--- src/rtl/step_counter.sv ---
// Registered up/down counter with programmable step, synchronous load and bound-crossing pulse.
// Optional run-time saturation is compiled in when COUNTER_SAT_EN is defined.
module step_counter #(
  parameter int unsigned WIDTH = 8,
  parameter int unsigned STEP_W = WIDTH,
  parameter logic [WIDTH-1:0] RST_VAL = '0
) (
  input  logic              clk,
  input  logic              rst_n,
  input  logic              en_i,
  input  logic              up_i,
  input  logic [STEP_W-1:0] step_i,
  input  logic              load_i,
  input  logic [WIDTH-1:0]  load_val_i,
`ifdef COUNTER_SAT_EN
  input  logic              sat_mode_i,
`endif
  output logic [WIDTH-1:0]  count_o,
  output logic              wrap_o,
  output logic              at_max_o,
  output logic              at_min_o
);

  logic [WIDTH-1:0] stepExt;
  logic [WIDTH:0]   sumUp;
  logic [WIDTH:0]   diffDown;
  logic             crossed;
  logic [WIDTH-1:0] nextVal;

  assign stepExt  = WIDTH'(step_i);
  assign sumUp    = {1'b0, count_o} + {1'b0, stepExt};
  assign diffDown = {1'b0, count_o} - {1'b0, stepExt};

  // The extra MSB is the carry when adding and the borrow when subtracting.
  always_comb begin
    crossed = up_i ? sumUp[WIDTH] : diffDown[WIDTH];
    nextVal = up_i ? sumUp[WIDTH-1:0] : diffDown[WIDTH-1:0];
`ifdef COUNTER_SAT_EN
    if (crossed && sat_mode_i) begin
      nextVal = up_i ? {WIDTH{1'b1}} : {WIDTH{1'b0}};
    end
`endif
  end

  always_ff @(posedge clk or negedge rst_n) begin
    if (!rst_n) begin
      count_o <= RST_VAL;
      wrap_o  <= 1'b0;
    end else if (load_i) begin
      count_o <= load_val_i;
      wrap_o  <= 1'b0;
    end else if (en_i) begin
      count_o <= nextVal;
      wrap_o  <= crossed;
    end else begin
      wrap_o  <= 1'b0;
    end
  end

  assign at_max_o = &count_o;
  assign at_min_o = ~|count_o;

endmodule

--- config.mk ---
export PLATFORM = sky130hd
export DESIGN_NAME = step_counter
export DESIGN_NICKNAME = d
export VERILOG_FILES = /design/src/rtl/step_counter.sv
export SDC_FILE = /design/constraint.sdc
export NUM_CORES = 1
export LEC_CHECK = 0
export ABC_AREA = 1
export BUFFER_PORTS_ARGS = -buffer_cell sky130_fd_sc_hd__buf_2
export CAP_MARGIN = 0
export CORE_MARGIN = 2
export CORE_UTILIZATION = 57
export CTS_CLUSTER_SIZE = 24
export DETAILED_ROUTE_END_ITERATION = 10
export PLACE_DENSITY = 0.86
export SYNTH_ARGS = -nofsm -noshare
export SYNTH_HDL_FRONTEND = slang
export SYNTH_SLANG_ARGS = --single-unit
--- constraint.sdc ---
create_clock -name clk -period 4.67 [get_ports clk]
set_clock_uncertainty 0.2 [all_clocks]
set_input_delay 0.2335 -clock clk [delete_from_list [all_inputs] [get_ports clk]]
set_output_delay 0.2335 -clock clk [all_outputs]
set_load 0.01 [all_outputs]
==> metrics, run 1 <==
complex-gate fraction of the synthesized area 0.1195; cell types occupying the most area after synthesis sky130_fd_sc_hd__dfrtp_1 19%, sky130_fd_sc_hd__ha_1 17%, sky130_fd_sc_hd__nand2_1 15%, sky130_fd_sc_hd__inv_1 7.5%, sky130_fd_sc_hd__nand3_1 6.7%; via count of the first global-routing pass approximately 1200; Placeable Area 1962 um^2; max-cap violation count 0; routability congestion estimate 0.9182; area share of and/or/nand/nor cells after synthesis 0.3637; DRC violation total after the first TritonRoute iteration slightly below 60; post-detailed-routing wire length approximately 3000 um; pwr/cell area roughly 260 nW/um^2; number of instances in the synthesized netlist around 180; total nets after synthesis 216; total leakage power about 0.8 nW; number of endpoints failing setup at the final stage 0; class of the most critical setup path reg -> reg; Ports 32; register-to-register setup slack ~2600 ps; Port Buffers 31; pin count of the biggest net entering global routing 15; unique cell type count in the Yosys netlist 29; clock transition at the registers of the reported paths ~60 ps; endpoint arrival time on the critical path around 2100 ps; synthesized cell area roughly 1200 um^2; number of antenna violations at the first check in global routing 0; Data required, critical path ~4700 ps; end-of-flow core utilization 0.7162; mean post-synth cell area about 6.7 um^2; worst-case headroom to the max-slew limit 0.6362; CTS H-tree lvls 1; CTS max path bufs 2; number of antenna cells inserted 0; Net count, final around 250; Final TNS setup 0 ps; detailed-routing iteration count for the pre-antenna-repair pass 4; cell taking the most area after synthesis sky130_fd_sc_hd__dfrtp_1; proportion of synthesized area in mux cells 0; average wire per standard cell 12.89 um; share of post-route cells with drive strength above 1 0.2275; horizontal die dimension 49.76 um; share of flip-flops with an asynchronous set or reset after synthesis 1.000; result of the run finished clean; Die Footprint about 2500 um^2; adder-cell share of the synthesized area 0.2013; final critical-path share of the clock period 0.4475; part of the Yosys area used for sequential elements 0.1887; highest fanout seen on the critical path 6; launch instance of the worst register-to-register path count_o[0]; logic depth of the worst register-to-register path 12; Clock Latency Late Sink between 200 and 300 ps; critical path capture point type register; share of the synthesized area in the top cell type 0.1887; origin of the worst setup path count_o[0]; VDD IR-drop max a little over 0.0002 V; Placed Instances ~230; clock tree from TritonCTS yes; Worst Tran Pin Value 543.7 ps; number of cells on the worst hold path 3; launching element type of the critical path register; count of placed standard cells in the final layout, fillers left out between 200 and 250; predominant post-synthesis flop cell sky130_fd_sc_hd__dfrtp_1; maximum frequency from static timing analysis approximately 480 MHz; dominant cell by count in the synthesized netlist sky130_fd_sc_hd__nand2_1; Die Height about 50 um; number of enable-type register cells in the synthesized netlist 0; Hold WC Path Type in -> reg; DP Wirelength about 2500 um; global-route wire length before repair roughly 5300 um; post-layout total power between 0.3 and 0.4 mW; number of placement rows 16; met1 routing resource usage after global routing 0.3619; dominant combinational cell family by area after synthesis simple AND/OR/NAND/NOR gates; Synthesis Warnings 0; clock period minus final worst setup slack 2090 ps; global routing usage on met3 0.01212; remaining routing DRC violations 0; Max Slew Vio Count 0; total number of vias between 1000 and 1500; most used standard cells in the synthesized netlist 47 x sky130_fd_sc_hd__nand2_1, 24 x sky130_fd_sc_hd__inv_1, 16 x sky130_fd_sc_hd__ha_1, 16 x sky130_fd_sc_hd__nand3_1, 13 x sky130_fd_sc_hd__nor2_1; synthesis-stage register bit count 9; routed via count divided by cell count between 5 and 6; Worst Hold Launch load_val_i[0]; overall track demand over capacity in global routing 0.2758; antenna-violating nets left 0; setup repair bufs after CTS 0; peak-usage layer in the global routing report met2; number of buffers created by CTS 3; area growth from synthesis to layout 17.72%; clock sink count 9; number of hold-slack violations in the final timing report 0; initial core utilization 0.6084; residual overflow from global routing 0; setup repair after global routing missed its margin no; GR Layer Usage met2 0.4711; XOR/XNOR share of the synthesized area 0.007338; CTS Root Cell sky130_fd_sc_hd__clkbuf_4
==> final timing paths <==
kind,end
max,count_o[4]
min,count_o[0]
max reg2reg,count_o[4]
min reg2reg,count_o[0]
max in group asynchronous,count_o[0]
min in group asynchronous,count_o[5]
==> flip-flops by register name, indices dropped and copies added, names as in the netlist <==
signal and count:
count_o 8, wrap_o 1
==> repair_timing <==
item	4_1_cts	5_1_grt
endpoints found under the setup margin	0	0
endpoints found under the hold margin	11	0
resized for setup	0	0
hold buffers	3	0
==> cell type report <==
type | instances | area (um^2)
Inverter | 29 | 108.9
Clock buffer | 4 | 26.28
Timing Repair Buffer | 34 | 185.2
Multi-Input combinational cell | 135 | 825.8
Tap cell | 27 | 33.78
Fill cell | 183 | 556.8
Sequential cell | 9 | 225.2
==> report_power, final <==
| part | leakage [nW] | total, mW | switching (mW) | internal [mW] |
|---|---|---|---|---|
| logic | 0.676 | 0.195 | 0.119 | 0.0763 |
| registers | 0.110 | 0.108 | 0.0192 | 0.0886 |
| clock network | 0.0150 | 0.0596 | 0.0267 | 0.0329 |
==> logic make-up after synthesis <==
logic type,count (synthesis)
simple gates,93
buf+inv,33
compound gates,23
fa+ha+maj,18
flops,9
xor+xnor,1
==> through the flow <==
step                cell area, um^2  hold WS [ps]  setup slack, ps
floorplan                      1194        -262.1             2769
global placement               1349        -105.5             2714
detailed placement             1349        -105.3             2619
CTS                            1405         5.162             2602
global route                   1405         23.68             2400
finish                         1405         5.606             2580
==> metal layers <==
| layer | share of wire | vias up |
|---|---|---|
| met1 | 0.42 | 603 |
| met4 | 0.027 | 0 |
| met3 | 0.058 | 9 |
| met5 | 0 | - |
| li1 | - | 645 |
| met2 | 0.49 | 52 |
==> critical path, stage by stage, from the launching register on <==
cell	delay, ps
sky130_fd_sc_hd__dfrtp_1	430
sky130_fd_sc_hd__inv_1	80
sky130_fd_sc_hd__ha_1	140
sky130_fd_sc_hd__inv_1	60
sky130_fd_sc_hd__fa_1	380
sky130_fd_sc_hd__nand2_1	70
sky130_fd_sc_hd__nand2_1	60
sky130_fd_sc_hd__and2_1	150
sky130_fd_sc_hd__nand2_1	60
sky130_fd_sc_hd__nand2_1	80
sky130_fd_sc_hd__a21oi_1	150
sky130_fd_sc_hd__o21ai_1	100
sky130_fd_sc_hd__nand2_1	70
==> cells in the final DEF, fill, tap and decap left out <==
cell type and instances:
sky130_fd_sc_hd__nand3b_1 1, sky130_fd_sc_hd__dlygate4sd3_1 3, sky130_fd_sc_hd__inv_2 5, sky130_fd_sc_hd__nand3_2 1, sky130_fd_sc_hd__o211ai_1 3, sky130_fd_sc_hd__nand2_2 2, sky130_fd_sc_hd__a22oi_1 4, sky130_fd_sc_hd__buf_2 31
sky130_fd_sc_hd__nor4_1 1, sky130_fd_sc_hd__dfrtp_1 9, sky130_fd_sc_hd__o21ai_1 4, sky130_fd_sc_hd__nor3_1 1, sky130_fd_sc_hd__xor2_1 1, sky130_fd_sc_hd__ha_1 16, sky130_fd_sc_hd__nand3_1 16, sky130_fd_sc_hd__inv_1 24
sky130_fd_sc_hd__or2_1 1, sky130_fd_sc_hd__nor2_1 13, sky130_fd_sc_hd__clkbuf_1 1, sky130_fd_sc_hd__fa_1 2, sky130_fd_sc_hd__clkbuf_4 3, sky130_fd_sc_hd__nand2_1 47, sky130_fd_sc_hd__o21a_1 1, sky130_fd_sc_hd__a21oi_1 8
sky130_fd_sc_hd__nor2_2 2, sky130_fd_sc_hd__nand4_1 5, sky130_fd_sc_hd__o21ai_0 1, sky130_fd_sc_hd__nand2_4 1, sky130_fd_sc_hd__nor2_8 1, sky130_fd_sc_hd__and2_1 1, sky130_fd_sc_hd__a21oi_2 2
Power figures use the tool's default switching activity.
==> inputs of run 2 (changes only) <==
--- a/config.mk
+++ b/config.mk
@@ -9,10 +9,10 @@
 export BUFFER_PORTS_ARGS = -buffer_cell sky130_fd_sc_hd__buf_2
 export CAP_MARGIN = 0
 export CORE_MARGIN = 2
-export CORE_UTILIZATION = 57
+export CORE_UTILIZATION = 52
 export CTS_CLUSTER_SIZE = 24
 export DETAILED_ROUTE_END_ITERATION = 10
-export PLACE_DENSITY = 0.86
+export PLACE_DENSITY = 0.79
 export SYNTH_ARGS = -nofsm -noshare
 export SYNTH_HDL_FRONTEND = slang
 export SYNTH_SLANG_ARGS = --single-unit
==> constraint.sdc (replaced) <==
create_clock -name clk -period 2.12 [get_ports clk]
set_clock_uncertainty 0.2 [all_clocks]
set_input_delay 0.106 -clock clk [delete_from_list [all_inputs] [get_ports clk]]
set_output_delay 0.106 -clock clk [all_outputs]
set_load 0.01 [all_outputs]
==> metrics, run 2 (synthesis results as in run 1) <==
number of antenna violations at the first check in global routing 0; total number of vias 1283; Data required, critical path 2070 ps; routed via count divided by cell count between 5 and 6; Die Footprint approximately 2700 um^2; horizontal die dimension 51.91 um; Design Area, Final ~1500 um^2; setup repair after global routing missed its margin no; Ports 32; clock period minus final worst setup slack 1977 ps; VDD IR-drop max ~0.00058 V; top library cells by usage in the layout, fill and taps aside 47 x sky130_fd_sc_hd__nand2_1, 31 x sky130_fd_sc_hd__buf_2, 24 x sky130_fd_sc_hd__inv_1, 16 x sky130_fd_sc_hd__nand3_1, 16 x sky130_fd_sc_hd__ha_1; most common library cell in the layout ignoring fill and taps sky130_fd_sc_hd__nand2_1; register with the highest flop count count_o; Max Slew Vio Count 0; launching element type of the critical path register; overall track demand over capacity in global routing 0.2450; Worst Slack Setup Final approximately 140 ps; result of the run finished clean; number of endpoints failing setup at the final stage 0; critical path capture point type register; pwr/cell area 550.7 nW/um^2; largest registers count_o (8), wrap_o (1); Filler Cell Count 194; worst-case headroom to the max-slew limit 0.6678; average wire per standard cell approximately 12 um; number of placement rows 17; routability congestion estimate just under 0.9; maximum frequency from static timing analysis just over 500 MHz; global-route wire length before repair just under 5000 um; number of antenna cells inserted 0; CTS H-tree lvls 1; final critical-path share of the clock period 0.9326; DRC violation total after the first TritonRoute iteration 28; total leakage power 0.8412 nW; Net count, final 260; class of the most critical setup path reg -> reg; most frequent cell on the critical path sky130_fd_sc_hd__nand2_1; Hold WC Path Type in -> reg; area growth from synthesis to layout 25.26%; antenna-violating nets left 0; clock sink count 9; CTS Root Cell sky130_fd_sc_hd__clkbuf_4; Placeable Area about 2200 um^2; slowest stage delay, CP 410 ps; clock tree from TritonCTS yes; Final TNS setup 0 ps; via count of the first global-routing pass about 1100; post-layout total power between 0.8 and 0.9 mW; Worst Tran Pin Value 496.4 ps; CTS max path bufs 2; Port Buffers 31; Area after DPL about 1400 um^2; number of hold-slack violations in the final timing report 0; number of buffers created by CTS 3; DP Wirelength approximately 2300 um; endpoint arrival time on the critical path 1930 ps; max reg flops 8; share of post-route cells with drive strength above 1 0.2455; logic depth of the worst register-to-register path 13; pin count of the biggest net entering global routing 15; Clock Latency Late Sink 270 ps; max-cap violation count 0; post-detailed-routing wire length between 3000 and 4000 um; number of cells on the worst hold path 3; highest fanout seen on the critical path 6; pre-CTS WS roughly 110 ps; highest-delay cell along the critical path sky130_fd_sc_hd__dfrtp_2; detailed-routing iteration count for the pre-antenna-repair pass 5; remaining routing DRC violations 0; Die Height 51.91 um; residual overflow from global routing 0; Critical Path, Cell by Cell ha_1, inv_1, fa_1, inv_1, nand3_1, nand2_1, nand2_1, nand2_1, nand2_1, nand2_1, nand2_1, nand3_1, nand2_1; clock transition at the registers of the reported paths around 60 ps; initial core utilization 0.5448
[run 2: cell types whose count changed in the layout (fill, tap and decap cells not counted), sizes merged]
cell	delta
dlygate4sd3	+6
buf	+3
[run 2: path summary, 6_finish.rpt]
check                      startpoint          to  slack (ps)
max                        count_o[0]  count_o[6]         140
min                         step_i[0]  count_o[0]        0.09
max reg2reg                count_o[0]  count_o[6]         140
min reg2reg                count_o[7]  count_o[7]         430
max in group asynchronous       rst_n  count_o[0]        1500
min in group asynchronous       rst_n  count_o[4]          20
[run 2: area by class of cell]
class	instances	area, um^2	share of cell area
Sequential cell	9	226.5	0.1515
Inverter	29	108.9	0.07280
Timing Repair Buffer	43	267.8	0.1791
Tap cell	28	35.03	0.02343
Multi-Input combinational cell	135	830.8	0.5557
Clock buffer	4	26.28	0.01757
[run 2: per-stage QoR]
step	cells	util	hold slack, ps
after global placement	234	0.6231	-229.7
after detailed placement	234	0.6231	-223.0
final	248	0.6825	0.08799
after floorplan	177	-	-389.6
after CTS	247	0.6762	2.816
after global routing	248	0.6825	18.02
[run 2: layer usage]
layer,GRT usage,up-vias,part of all wire
met1,0.3291,578,0.46
met2,0.3882,38,0.46
met3,0.01437,10,0.041
met5,0,-,0
met4,0.1404,0,0.036
li1,-,657,-
[run 2: worst max-delay path: cells and delay by family (launching register included)]
family	cells	cell delay, ps
AND/OR/NAND/NOR	9	600
flip-flops	1	410
adder cells (fa/ha/maj)	2	530
buffers and inverters	2	130
[run 2: what timing repair did]
item	in CTS	in global routing
setup buffers	0	1
hold buffers	9	0
gates resized for setup	0	3
setup endpoints to repair	0	2
endpoints found under the hold margin	17	0
[run 2: where the power goes]
group	internal, mW	total [mW]	switching (mW)
combinational	0.187	0.455	0.268
sequential	0.196	0.231	0.0355
clock	0.0728	0.137	0.0644
total	0.456	0.823	0.368
